==> src/rtl/pd_ctrl_pkg.sv <==
// Shared types and reset constants for the serial pattern-detector controller.
package pd_ctrl_pkg;

    typedef enum logic [1:0] {
        IDLE  = 2'd0,
        ARMED = 2'd1,
        DONE  = 2'd2
    } pd_state_e;

    localparam logic [3:0]  PD_DEF_PATTERN = 4'b1011;
    localparam int unsigned PD_DEF_TARGET  = 1;
    localparam logic        PD_DEF_OVERLAP = 1'b1;

endpackage

==> src/rtl/pattern_shift_match.sv <==
// Serial shift history with fill tracking and a masked compare against the
// next history value, so a hit is known in the same cycle the bit arrives.
module pattern_shift_match #(
    parameter int W = 4
) (
    input  logic         clk,
    input  logic         rst,
    input  logic         clear_i,
    input  logic         shift_i,
    input  logic         in_bit_i,
    input  logic         overlap_i,
    input  logic [W-1:0] pattern_i,
    input  logic [W-1:0] mask_i,
    output logic         hit_o
);

    localparam int FW = $clog2(W + 1);
    localparam logic [FW-1:0] FULL = FW'(W);

    logic [W-1:0]  hist_q, hist_d, hist_nx;
    logic [FW-1:0] fill_q, fill_d, fill_nx;

    assign hist_nx = {hist_q[W-2:0], in_bit_i};
    assign fill_nx = (fill_q == FULL) ? FULL : fill_q + FW'(1);

    assign hit_o = shift_i && (fill_nx == FULL)
                   && (((hist_nx ^ pattern_i) & mask_i) == '0);

    // Non-overlapping mode only needs fill cleared; stale history is gated.
    always_comb begin
        hist_d = hist_q;
        fill_d = fill_q;
        if (clear_i) begin
            hist_d = '0;
            fill_d = '0;
        end else if (shift_i) begin
            hist_d = hist_nx;
            fill_d = (hit_o && !overlap_i) ? '0 : fill_nx;
        end
    end

    always_ff @(posedge clk) begin
        if (rst) begin
            hist_q <= '0;
            fill_q <= '0;
        end else begin
            hist_q <= hist_d;
            fill_q <= fill_d;
        end
    end

endmodule

==> src/rtl/pattern_detect_ctrl.sv <==
// Arms, configures and sequences the serial pattern detector; owns the FSM,
// the configuration registers and the match counter.
module pattern_detect_ctrl
    import pd_ctrl_pkg::*;
#(
    parameter int W     = 4,
    parameter int CNT_W = 8
) (
    input  logic             clk,
    input  logic             rst,
    input  logic             cfg_we,
    input  logic [W-1:0]     cfg_pattern,
    input  logic [W-1:0]     cfg_mask,
    input  logic [CNT_W-1:0] cfg_target,
    input  logic             cfg_overlap,
    input  logic             start,
    input  logic             abort,
    input  logic             in_valid,
    input  logic             in_bit,
    output logic             match,
    output logic [CNT_W-1:0] match_count,
    output logic             busy,
    output logic             done,
    output logic             cfg_err
);

    localparam logic [W-1:0]     DEF_PAT = W'(PD_DEF_PATTERN);
    localparam logic [CNT_W-1:0] DEF_TGT = CNT_W'(PD_DEF_TARGET);

    pd_state_e        state_q, state_d;
    logic [W-1:0]     pattern_q, pattern_d;
    logic [W-1:0]     mask_q, mask_d;
    logic [CNT_W-1:0] target_q, target_d;
    logic             overlap_q, overlap_d;
    logic [CNT_W-1:0] count_q, count_d;
    logic             match_q, match_d;
    logic             err_q, err_d;

    logic start_ok, arm, shift, clr, hit, last;

    // start is meaningless while a run is in progress
    assign start_ok = start && (state_q != ARMED);
    assign arm      = start_ok && (target_q != '0);
    assign shift    = (state_q == ARMED) && in_valid && !abort;
    assign clr      = abort || arm;
    assign last     = hit && ((count_q + CNT_W'(1)) == target_q);

    pattern_shift_match #(.W(W)) u_match (
        .clk       (clk),
        .rst       (rst),
        .clear_i   (clr),
        .shift_i   (shift),
        .in_bit_i  (in_bit),
        .overlap_i (overlap_q),
        .pattern_i (pattern_q),
        .mask_i    (mask_q),
        .hit_o     (hit)
    );

    always_ff @(posedge clk) begin
        if (rst) begin
            state_q <= IDLE;
        end else begin
            state_q <= state_d;
        end
    end

    always_comb begin
        state_d = state_q;
        if (abort) begin
            state_d = IDLE;
        end else if (start_ok) begin
            state_d = arm ? ARMED : IDLE;
        end else if ((state_q == ARMED) && last) begin
            state_d = DONE;
        end
    end

    always_comb begin
        pattern_d = pattern_q;
        mask_d    = mask_q;
        target_d  = target_q;
        overlap_d = overlap_q;
        count_d   = count_q;
        match_d   = 1'b0;
        err_d     = 1'b0;
        if (abort) begin
            count_d = count_q;
        end else if (start_ok) begin
            if (arm) begin
                count_d = '0;
            end else begin
                err_d = 1'b1;
            end
        end else begin
            if (cfg_we) begin
                if (state_q == IDLE) begin
                    pattern_d = cfg_pattern;
                    mask_d    = cfg_mask;
                    target_d  = cfg_target;
                    overlap_d = cfg_overlap;
                end else begin
                    err_d = 1'b1;
                end
            end
            if (hit) begin
                match_d = 1'b1;
                count_d = count_q + CNT_W'(1);
            end
        end
    end

    always_ff @(posedge clk) begin
        if (rst) begin
            pattern_q <= DEF_PAT;
            mask_q    <= '1;
            target_q  <= DEF_TGT;
            overlap_q <= PD_DEF_OVERLAP;
            count_q   <= '0;
            match_q   <= 1'b0;
            err_q     <= 1'b0;
        end else begin
            pattern_q <= pattern_d;
            mask_q    <= mask_d;
            target_q  <= target_d;
            overlap_q <= overlap_d;
            count_q   <= count_d;
            match_q   <= match_d;
            err_q     <= err_d;
        end
    end

    always_comb begin
        match       = match_q;
        match_count = count_q;
        busy        = (state_q == ARMED);
        done        = (state_q == DONE);
        cfg_err     = err_q;
    end

endmodule

==> config.mk <==
export PLATFORM = sky130hd
export DESIGN_NAME = pattern_detect_ctrl
export DESIGN_NICKNAME = d
export VERILOG_FILES = /design/src/rtl/pd_ctrl_pkg.sv /design/src/rtl/pattern_shift_match.sv /design/src/rtl/pattern_detect_ctrl.sv
export SDC_FILE = /design/constraint.sdc
export NUM_CORES = 1
export LEC_CHECK = 0
export BUFFER_PORTS_ARGS = -buffer_cell sky130_fd_sc_hd__buf_2
export CAP_MARGIN = 40
export CELL_PAD_IN_SITES_DETAIL_PLACEMENT = 1
export CELL_PAD_IN_SITES_GLOBAL_PLACEMENT = 1
export CORE_AREA = 2 2 68 70
export CTS_CLUSTER_DIAMETER = 80
export DETAILED_ROUTE_END_ITERATION = 10
export DIE_AREA = 0 0 70 72
export PLACE_DENSITY_LB_ADDON = 0.1
export SLEW_MARGIN = 10
export SYNTH_ARGS = -nofsm -noshare
export SYNTH_HDL_FRONTEND = slang
export SYNTH_HIERARCHICAL = 1
export SYNTH_SLANG_ARGS = --single-unit
==> constraint.sdc <==
create_clock -name clk -period 4.8 [get_ports clk]
set_clock_uncertainty 0.1 [all_clocks]
set_input_delay 0.72 -clock clk [delete_from_list [all_inputs] [get_ports clk]]
set_output_delay 0.72 -clock clk [all_outputs]
set_load 0.02 [all_outputs]
==> metrics <==
Post-synth EDFFs=0; RePlAce Congestion=0.789; Die Span Y=72 um; cell taking the most area after synthesis=dfxtp_1; Tcrit/Tclk final=0.569; placed insts=roughly 280; Rel. slew slack=0.649; Sw Pwr=0.147 mW; Tot GR Track Use=0.191; Die Wd=70 um; Max Clock Freq=366 MHz; Worst Max-Slew Pin Slew=0.526 ns; Combinational Power Share=0.090; Iter 0 DRT Violations=71; vias in the first global route=1646; Bufs on Longest Clock Path=2; P&R area growth vs syn=15.5%; detailed-route via count=1583; initial antenna violation count=0; status=complete, no violations; Yosys top cell area share=0.370; setup TNS=0 ns; fin crit period=2.73 ns; Initial Util=0.444; Final setup viols=0; layout cells sized above 1=0.239; unrepaired setup endpoints after global routing=no; Post-DRT Antenna Nets=0; Clk pwr share=0.425; CTS H-tree depth=2; register share of total power=0.485; Synth Cell Area=between 1500 and 2000 um2; drt drc=0; grt total ovfl=0; synth unique cells=49; row count=24; cts hold-fix bufs=0; Switching Fraction=0.236; Peak VDD IR=0.000158 V; Skew-Pair Late Insertion Delay=~0.29 ns; crit path kind=register to register; first-pass iteration count of the detailed router=4; critical path endpoint category=register; register area share after synthesis=0.370; post-synthesis area per instance=between 9 and 10 um2; Non-Filler Instances=between 200 and 300; # port buffers=35; CP required=4.90 ns; most frequent cells after synthesis=35 x dfxtp_1, 19 x nor2_1, 14 x mux2i_1; most common cell in the netlist=dfxtp_1; PD cells=286 nW/um2; Pleak=0.835 nW; top cells by area, synth=dfxtp_1 37%, mux2i_1 7.4%, xor2_1 4.6%; Avg WL per Cell=15.4 um; DP Area=2080 um2; Yosys reg bits=35; dpl hpwl=3410 um; CP Launch Type=register; Antenna diodes=0; Placeable Area=4260 um2; maxcap violations=0; post-CTS resize count=0; CP arrival=2.83 ns; design area=2190 um2; first-pass GRT wire length=7860 um; Syn Nets=228; I/O pin cnt=36; largest net degree at the start of global routing=30; Via density=5.53; number of fillers in the final layout=523; Yosys warnings=6; final-report max-slew violation count=0; Hold Path Class=register to register; Clk Tree Root Cell=clkbuf_8; CTS buffer count=5; number of clock sinks=35; Post-Synthesis Cells=201; Synth Flop Type=dfxtp_1; CTS tree=built; Crit Path Max Fanout=15; Core Util, Final=0.513; Final nets=260; Total Wirelength=4410 um; ys async rst share=0; Cell Int Power=0.478 mW; Reg clk slew, reported paths=0.08 ns; post-CTS setup buffer count=0; Fin. Hold Viols=0; DIE AREA=5040 um2
==> sequential cells by signal, indices dropped and copies added (netlist names) <==
signal and cells:
state_q 2, match_count 8, pattern_q 4, cfg_err 1
match 1, overlap_q 1, u_match/hist_q 3, u_match/fill_q 3
mask_q 4, target_q 8
==> cells by family (layout without fill, tap and decap cells) <==
kind of cell	after synthesis	after routing	synth area share
buffers and inverters	18	51	0.0509
muxes	14	14	0.0740
adders and majority gates	3	3	0.0198
AOI/OAI and AO/OA	46	46	0.198
DFF	35	35	0.370
xor gates and xnor gates	17	17	0.0786
and+or+nand+nor	68	68	0.209
==> cell type report <==
type,instances,area (um2),share of cell area
inverters,6,22.5,0.0103
flip-flops and latches,35,701,0.320
clock inverters,3,43.8,0.0200
repair buffers,37,190,0.0869
clock buffers,5,68.8,0.0314
well taps,52,65.1,0.0297
multi-input cells,148,1100,0.501
==> final timing paths <==
path	from	cells after the start	to	slack, ns
hold reg to reg	overlap_q$_SDFFE_PP1P_	1	u_match/fill_q[2]$_SDFFE_PP0P_	0.38
setup / recovery	state_q[0]$_SDFFE_PP0P_	8	match_count[6]$_SDFFE_PP0P_	2.07
setup reg to reg	state_q[0]$_SDFFE_PP0P_	8	match_count[6]$_SDFFE_PP0P_	2.07
hold / removal	overlap_q$_SDFFE_PP1P_	1	u_match/fill_q[2]$_SDFFE_PP0P_	0.38
==> routing by layer <==
layer  vias to the layer above  part of all wire  global-route usage
met5                         -                 0                   0
met4                         0            0.0079              0.0577
met3                         6             0.036              0.0361
met2                        29              0.49               0.330
met1                       758              0.47               0.244
li1                        790                 -                   -
==> metrics by stage <==
step	hold slack [ns]	worst slack (ns)	power, mW
4_1_cts	0.384	2.07	0.635
2_1_floorplan	0.345	2.36	0.347
3_3_place_gp	0.362	1.97	0.364
5_1_grt	0.408	1.79	0.657
3_5_place_dp	0.363	1.85	0.367
6_report	0.377	2.07	0.626
==> cells in the final DEF, fill, tap and decap left out, types with 2 or more instances in the layout <==
cell      instances
a211o_1           9
a21boi_0          3
a21oi_1           7
a22oi_2           2
a311oi_1          5
a31oi_1           2
a41oi_1           2
and2_1            2
buf_2            35
buf_4             2
clkbuf_8          5
dfxtp_1          35
ha_1              3
inv_1             6
mux2i_1          14
nand2_1          10
nand3_1           3
nand4_1           4
nor2_1           19
nor2b_1          13
nor3_1            2
nor4_1            2
o211ai_1          2
o21ai_0           4
o31a_1            2
or4_4             2
xnor2_1           7
xor2_1           10
==> critical path, cell delays in order, from the launching register on <==
cell      delay [ns]
dfxtp_1         0.49
nand2b_4        0.13
nor3b_1         0.21
buf_4           0.21
o21ai_0         0.10
a211oi_1        0.36
and3b_1         0.56
o21ai_0         0.17
a311oi_1        0.30
==> power by group through the flow <==
stage | Sequential (mW) | Clock, mW | Combinational (mW)
final | 0.303 | 0.266 | 0.0562
after detailed placement | 0.310 | 0 | 0.0570
after global routing | 0.304 | 0.291 | 0.0625
after global placement | 0.310 | 0 | 0.0542
after floorplan | 0.309 | 0 | 0.0386
after CTS | 0.303 | 0.274 | 0.0572
Power figures use the tool's default switching activity.
